[config.mk]
export PLATFORM = sky130hd
export DESIGN_NAME = fpu_pcx_rcv_ctl
export DESIGN_NICKNAME = d
export VERILOG_FILES = /design/src/rtl/fpu_pcx_rcv_ctl.sv
export SDC_FILE = /design/constraint.sdc
export NUM_CORES = 1
export LEC_CHECK = 0
export BUFFER_PORTS_ARGS = -buffer_cell sky130_fd_sc_hd__buf_2
export CORE_UTILIZATION = 51
export CTS_CLUSTER_DIAMETER = 100
export DETAILED_ROUTE_END_ITERATION = 10
export HOLD_SLACK_MARGIN = 0.08
export PLACE_DENSITY = 0.82
export SETUP_SLACK_MARGIN = 0.2
export SLEW_MARGIN = 10
export SYNTH_ARGS = -nofsm -noshare
export SYNTH_HDL_FRONTEND = slang
export SYNTH_SLANG_ARGS = --single-unit
[constraint.sdc]
create_clock -name rclk -period 3.45 [get_ports rclk]
set_input_delay 0.1725 -clock rclk [delete_from_list [all_inputs] [get_ports rclk]]
set_output_delay 0.1725 -clock rclk [all_outputs]
set_load 0.02 [all_outputs]
[src/rtl/fpu_pcx_rcv_ctl.sv]
// PCX-to-FPU receive control: a 4-entry in-order request queue that issues to the add/mul/div pipes
// and returns PCX credits. Optional FPU_PCX_RCV_BYPASS_EN adds a 0-cycle issue path when the queue is empty.
module fpu_pcx_rcv_ctl (
    input  logic       rclk,
    input  logic       arst_l,
    input  logic       pcx_fpio_vld,
    input  logic [7:0] pcx_fpio_op,
    input  logic [9:0] pcx_fpio_id,
    input  logic       add_inq_rdy,
    input  logic       mul_inq_rdy,
    input  logic       div_inq_rdy,
    output logic       add_inq_vld,
    output logic       mul_inq_vld,
    output logic       div_inq_vld,
    output logic [7:0] inq_op,
    output logic [9:0] inq_id,
    output logic       fpu_pcx_credit,
    output logic       inq_empty,
    output logic       inq_full,
    output logic       inq_ovf_err,
    output logic       inq_illeg_op
);

    logic [7:0] mem_op [4];
    logic [9:0] mem_id [4];
    logic [1:0] wr_ptr;
    logic [1:0] rd_ptr;
    logic [2:0] count;

    logic [7:0] head_op;
    logic [9:0] head_id;
    logic [1:0] head_cls;
    logic       fifo_empty;
    logic       q_add, q_mul, q_div, q_ill;
    logic       deq_fifo;
    logic       bp_act, bp_add, bp_mul, bp_div, bp_take;
    logic       wr_en;
    logic       ovf_set;

    assign fifo_empty = (count == 3'd0);
    assign head_op    = mem_op[rd_ptr];
    assign head_id    = mem_id[rd_ptr];
    assign head_cls   = head_op[7:6];

    assign q_add = !fifo_empty && (head_cls == 2'b01);
    assign q_mul = !fifo_empty && (head_cls == 2'b10);
    assign q_div = !fifo_empty && (head_cls == 2'b11);
    assign q_ill = !fifo_empty && (head_cls == 2'b00);

    // An illegal head needs no pipe handshake; it is retired on sight.
    assign deq_fifo = (q_add && add_inq_rdy) || (q_mul && mul_inq_rdy) ||
                      (q_div && div_inq_rdy) || q_ill;

`ifdef FPU_PCX_RCV_BYPASS_EN
    logic [1:0] in_cls;
    assign in_cls  = pcx_fpio_op[7:6];
    assign bp_act  = fifo_empty && pcx_fpio_vld && (in_cls != 2'b00);
    assign bp_add  = bp_act && (in_cls == 2'b01);
    assign bp_mul  = bp_act && (in_cls == 2'b10);
    assign bp_div  = bp_act && (in_cls == 2'b11);
    assign bp_take = (bp_add && add_inq_rdy) || (bp_mul && mul_inq_rdy) ||
                     (bp_div && div_inq_rdy);
`else
    assign bp_act  = 1'b0;
    assign bp_add  = 1'b0;
    assign bp_mul  = 1'b0;
    assign bp_div  = 1'b0;
    assign bp_take = 1'b0;
`endif

    // A full queue still accepts when the head leaves in the same cycle.
    assign wr_en   = pcx_fpio_vld && !bp_take && ((count != 3'd4) || deq_fifo);
    assign ovf_set = pcx_fpio_vld && (count == 3'd4) && !deq_fifo;

    assign add_inq_vld  = q_add || bp_add;
    assign mul_inq_vld  = q_mul || bp_mul;
    assign div_inq_vld  = q_div || bp_div;
    assign inq_illeg_op = q_ill;
    assign inq_empty    = fifo_empty;
    assign inq_full     = (count == 3'd4);

    always_comb begin
        inq_op = '0;
        inq_id = '0;
        if (bp_act) begin
            inq_op = pcx_fpio_op;
            inq_id = pcx_fpio_id;
        end else if (!fifo_empty) begin
            inq_op = head_op;
            inq_id = head_id;
        end
    end

    always_ff @(posedge rclk) begin
        if (wr_en) begin
            mem_op[wr_ptr] <= pcx_fpio_op;
            mem_id[wr_ptr] <= pcx_fpio_id;
        end
    end

    always_ff @(posedge rclk or negedge arst_l) begin
        if (!arst_l) begin
            wr_ptr         <= '0;
            rd_ptr         <= '0;
            count          <= '0;
            inq_ovf_err    <= 1'b0;
            fpu_pcx_credit <= 1'b0;
        end else begin
            if (wr_en)
                wr_ptr <= wr_ptr + 2'd1;
            if (deq_fifo)
                rd_ptr <= rd_ptr + 2'd1;
            case ({wr_en, deq_fifo})
                2'b10:   count <= count + 3'd1;
                2'b01:   count <= count - 3'd1;
                default: count <= count;
            endcase
            if (ovf_set)
                inq_ovf_err <= 1'b1;
            fpu_pcx_credit <= deq_fifo || bp_take;
        end
    end

endmodule

**After elaboration in Yosys (flattened, before gate mapping)**

Memory sizes are Yosys's and may differ from the RTL's.
Cells that the tools add are included.
W data, S select, Z words.

- Flip-flop bits (word level): 9
- Bits in latches: 0
- RAM bits: 72
- Memory bits (read-only): 0
- Input port bits: 24
- Output and inout port bits: 26
- Word-level logic and storage cells: 42
- Memories kept: 2

- Add/subtract/negate cells: 4
- $mul: 0
- Div/mod/pow operators: 0
- Magnitude comparators: 0
- Eq/ne operators: 7
- Shift-type cells: 0
- Multiplexer cells: 5
- Bitwise gates (word level): 0
- Reductions and logical operators: 19

Memories:

| name | depth | bits a word | rd ports | clocked after Yosys merged registers in | write ports | line | RTL |
|---|---|---|---|---|---|---|---|
| mem_id | 4 | 10 | 1 | 0 | 1 | 25 | `logic [9:0] mem_id [4];` |
| mem_op | 4 | 8 | 1 | 0 | 1 | 24 | `logic [7:0] mem_op [4];` |

Operators with widths:

| operator | number |
|---|---|
| $logic_and A1 B1 Y1 | 10 |
| $mux W10 | 1 |
| $mux W8 | 1 |
| $eq A2 B2 Y1 const B | 3 |
| $pmux W3 S2 | 1 |
| $add A2 B1 Y2 const B | 2 |
| $eq A2 B1 Y1 const B | 2 |
| $logic_or A1 B1 Y1 | 4 |
| $add A3 B1 Y3 const B | 1 |
| $eq A3 B3 Y1 const B | 1 |
| $logic_not A3 Y1 | 1 |
| $ne A3 B3 Y1 const B | 1 |
| $sub A3 B1 Y3 const B | 1 |
| $logic_not A1 Y1 | 2 |
| $logic_not A2 Y1 | 1 |
| $mux W1 | 2 |
| $reduce_bool A2 Y1 | 1 |

**Logic depth before layout (Yosys ltp)**

- Word-level depth: 11
- Mapped depth: 10
- Mapped depth without buffers: 9

**Least setup slack after synthesis**

No wires, ideal clock.

- Path kind: register to register
- Start: reg rd_ptr[0]
- End: reg count[2]
- Library setup time: 79 ps
- Data arrival time: 2,669 ps
- Required time: 3,371 ps
- Path slack: 702 ps
- Stages on the path, launching flop included: 11
- Path buffers: 1
- Period minus slack after synthesis: 2,748 ps
- Cell sequence: dfrtp_1 > buf_6 > mux4_2 > mux2_4 > o211ai_4 > ha_1 > inv_1 > fa_1 > xor2_1 > nor2_1 > xor2_1

- Longest elaborated chain between the ends: 11
- Elaborated cells between the ends (all ways): 21
- Those cells by class: eq/ne (5); mux (1); reduce/logical (14); memory (1)

Ends and longest elaborated chain:

| item | line | RTL |
|---|---|---|
| start: declaration | 27 | `logic [1:0] rd_ptr;` |
| start signal: assignment | 112 | `rd_ptr <= rd_ptr + 2'd1;` |
| $mem_v2 Z4 W8 * | -- |  |
| $eq A2 B1 Y1 / $eq A2 B2 Y1 (equally long branches) | 45, 46 |  |
| $logic_and A1 B1 Y1 (on tied branches) | 45, 46 |  |
| $logic_and A1 B1 Y1 | 51 | `assign deq_fifo = (q_add && add_inq_rdy) \|\| (q_mul && mul_inq_rdy) \|\|` |
| $logic_or A1 B1 Y1 (2 in series) | 51 |  |
| $logic_or A1 B1 Y1 * | 52 | `(q_div && div_inq_rdy) \|\| q_ill;` |
| $logic_or A1 B1 Y1 | 72 | `assign wr_en = pcx_fpio_vld && !bp_take && ((count != 3'd4) \|\| deq_fifo);` |
| $logic_and A1 B1 Y1 | 72 |  |
| $eq A2 B1 Y1 / $eq A2 B2 Y1 (equally long branches) | 113 | `case ({wr_en, deq_fifo})` |
| $pmux W3 S2 / $reduce_bool A2 Y1 (equally long branches) | -- |  |
| end signal: assignment | 114 | `2'b10: count <= count + 3'd1;` |
| end signal: assignment | 115 | `2'b01: count <= count - 3'd1;` |
| end signal: assignment | 116 | `default: count <= count;` |
| end: declaration | 28 | `logic [2:0] count;` |

Mark *: on every way between the ends. The rest lies on a longest branch, timed or not.
A chain may end at the register's enable or synchronous reset.

**Worst setup path after layout**

- Start: reg rd_ptr[0]
- End: reg count[2]

- Longest elaborated chain between the ends: 11
- Elaborated cells between the ends (all ways): 21
- Those cells by class: eq/ne (5); mux (1); reduce/logical (14); memory (1)

Ends and longest elaborated chain:

| item | line | RTL |
|---|---|---|
| $mem_v2 Z4 W8 * | -- |  |
| $eq A2 B1 Y1 / $eq A2 B2 Y1 (equally long branches) | 45, 46 |  |
| $logic_and A1 B1 Y1 (on tied branches) | 45, 46 |  |
| $logic_and A1 B1 Y1 | 51 |  |
| $logic_or A1 B1 Y1 (2 in series) | 51 |  |
| $logic_or A1 B1 Y1 * | 52 |  |
| via deq_fifo | 35 | `logic deq_fifo;` |
| $logic_or A1 B1 Y1 | 72 |  |
| $logic_and A1 B1 Y1 | 72 |  |
| $eq A2 B1 Y1 / $eq A2 B2 Y1 (equally long branches) | 113 |  |
| $pmux W3 S2 / $reduce_bool A2 Y1 (equally long branches) | -- |  |

The timed path passes the listed nets; every way through them passes the cells marked *.

==> flow_summary.json <==
{
  "status": "finished, final reports clean",
  "cts_buffers": 9,
  "drc": 0,
  "grt_pass1_wl_mm": 8.54,
  "crit_arrival_ns": 3.18,
  "slew-limit-headroom": 0.280,
  "p_leak_nw": 1.54,
  "io_buffers": 49,
  "synth_top_cell_by_area": "edfxtp_1",
  "htree_levels": 3,
  "tightest_slew_ns": 1.08,
  "clock_tree.root_cell": "clkbuf_8",
  "synthCells": 169,
  "start_util": 0.526,
  "io_pins": 50,
  "synth_area_um2": 3320,
  "grt_pass1_vias": 1731,
  "startpoint_type": "flip-flop",
  "post-route-util": 0.647,
  "critPathMaxFanout": 9,
  "final.min_clock_period_ns": 2.91,
  "ys_top_cells_by_count": "edfxtp_1, nor2b_1, inv_1, mux4_2, dfrtp_1",
  "cp_data_required_time_ns": 3.72,
  "chipHeight_um": 82.7,
  "grt_max_degree": 23,
  "drt-wirelength-per-cell_um": 17.2,
  "drive_above_1_share": 0.347,
  "hold_ws_ns": 0.205,
  "track_usage": 0.186,
  "clock-sinks": 81,
  "rsz0062_at_grt": "no",
  "finalSetupTns_ns": 0,
  "ys_seq_elements": 81,
  "synth_top_cell_area_share": 0.651,
  "antenna_found_initial": 0,
  "end_kind": "flip-flop",
  "ir_worst_vdd_uv": 519,
  "diodes": 0,
  "postRouteAntennaNets": 0,
  "critPathLaunch": "rd_ptr[0]",
  "die_w_um": 82.7,
  "r2r_slack_ns": 0.54,
  "core_area_um2": 6310,
  "maxCapViolations": 0,
  "ys_seq_area_frac": 0.719,
  "fmax_mhz": 344,
  "post_cts_resized": 0,
  "cts.clk_slew.worst_paths_ns": 0.08,
  "fin_worst_skew_ns": 0.00901,
  "synth-main-ff-cell": "edfxtp_1",
  "row_count": 29,
  "maxSlewViolCount": 0,
  "crit_type": "reg2reg",
  "post-dp-hpwl_mm": 3.44,
  "viasPerCell": 5.32,
  "min_path_type": "in2async",
  "dieArea_um2": 6840,
  "synth_edf_count": 72,
  "powerDensity_nw_per_um2": 898,
  "cts_tree": "yes",
  "ys_types": 27,
  "worstReg2RegStart": "rd_ptr[0]",
  "syn2layout_area_growth_pct": 23.1,
  "synth-async-reset-ratio": 0.111,
  "clockBufferDepth": 2,
  "finalCritPeriodShare": 0.844,
  "avgSynthCellArea_um2": 19.6,
  "drt_iter0_markers": 102,
  "finalHoldViolCount": 0,
  "fin_nets": 276,
  "setup_viol": 0,
  "synth_fp_nets": 199,
  "reg2reg_depth": 9,
  "vias": 1744,
  "ys_warn_count": 0,
  "synth_area_leaders": "edfxtp_1, mux4_2, dfrtp_1",
  "clk-insertion-delay-late_ns": 0.34,
  "yosysMostFrequentCell": "edfxtp_1",
  "overflow": 0,
  "first_pass_iters": 4,
  "globalplace.congestion": 0.692,
  "drt-total-wl_mm": 5.65
}
==> logic make-up (layout without fill, tap and decap cells) <==
| family | count (synthesis) | after routing | synth area share |
|---|---|---|---|
| and+or+nand+nor | 32 | 32 | 0.0569 |
| xor gates and xnor gates | 6 | 6 | 0.0158 |
| adders and majority gates | 6 | 6 | 0.0249 |
| AOI/OAI and AO/OA | 5 | 5 | 0.0170 |
| muxes | 22 | 22 | 0.145 |
| buffers and inverters | 17 | 99 | 0.0215 |
| DFF | 81 | 81 | 0.719 |
==> state kept, by name, indices dropped and copies added (netlist names) <==
signal and flops:
count 3, fpu_pcx_credit 1, inq_ovf_err 1, mem_id 40, mem_op 32, rd_ptr 2
wr_ptr 2
==> worst max-delay path, cell delays in order (launching register included) <==
cell	delay, ns
dfrtp_1	0.41
mux4_2	0.61
mux2i_1	0.18
a211oi_1	0.51
ha_1	0.28
inv_1	0.06
fa_1	0.37
xor2_1	0.15
nor2_1	0.11
xor2_1	0.16
==> layout by cell type (no fill, tap or decap), drive strengths merged, types with 2 or more instances in the layout <==
cell,instances
nor3b,3
buf,52
nor2b,17
xnor2,3
dlygate4sd3,20
nor3,2
nor2,6
edfxtp,72
clkbuf,9
mux2,2
ha,5
inv,12
dfrtp,9
mux4,18
bufinv,2
mux2i,2
xor2,3
clkinv,3
==> where the power goes <==
part	leakage [nW]	internal, W	switching [W]	total, W
Clock	0.107	0.000408	0.000340	0.000747
Combinational	0.670	0.000639	0.000875	0.00151
Sequential	0.764	0.00132	0.0000864	0.00141
==> stage by stage <==
stage / instance area (um2) / setup slack, ns / std cells / total power [W]
after floorplan: 3320 / 0.702 / 169 / 0.00251
after global placement: 3670 / 0.619 / 292 / 0.00291
after detailed placement: 3670 / 0.539 / 292 / 0.00295
after CTS: 4090 / 0.518 / 328 / 0.00371
after global routing: 4090 / 0.328 / 328 / 0.00390
final: 4090 / 0.539 / 328 / 0.00367
==> path summary, 6_finish.rpt <==
path,to
setup / recovery,count[2]
hold / removal,count[1]
setup reg to reg,count[2]
hold reg to reg,inq_ovf_err
max in group asynchronous,rd_ptr[1]
min in group rclk,fpu_pcx_credit
==> what timing repair did <==
action | 4_1_cts | 5_1_grt
hold endpoints to repair | 82 | 0
setup buffers | 0 | 0
hold buffers | 20 | 0
==> metal layers <==
metal / vias to the layer above / routed length [um] / global-route usage
li1: 812 / - / -
met4: 0 / 32 / 0.0569
met3: 5 / 261 / 0.0593
met2: 57 / 2880 / 0.297
met1: 870 / 2480 / 0.244
met5: - / 0 / 0
==> cell type report <==
| class | instances | area, um2 |
|---|---|---|
| clock buffer | 9 | 124 |
| clock inverter | 7 | 93.8 |
| fill | 444 | 2230 |
| inverter | 11 | 41.3 |
| multi-input combinational | 71 | 877 |
| sequential | 81 | 2390 |
| tap | 77 | 96.3 |
| timing repair buffer | 72 | 468 |
Power figures use the tool's default switching activity.
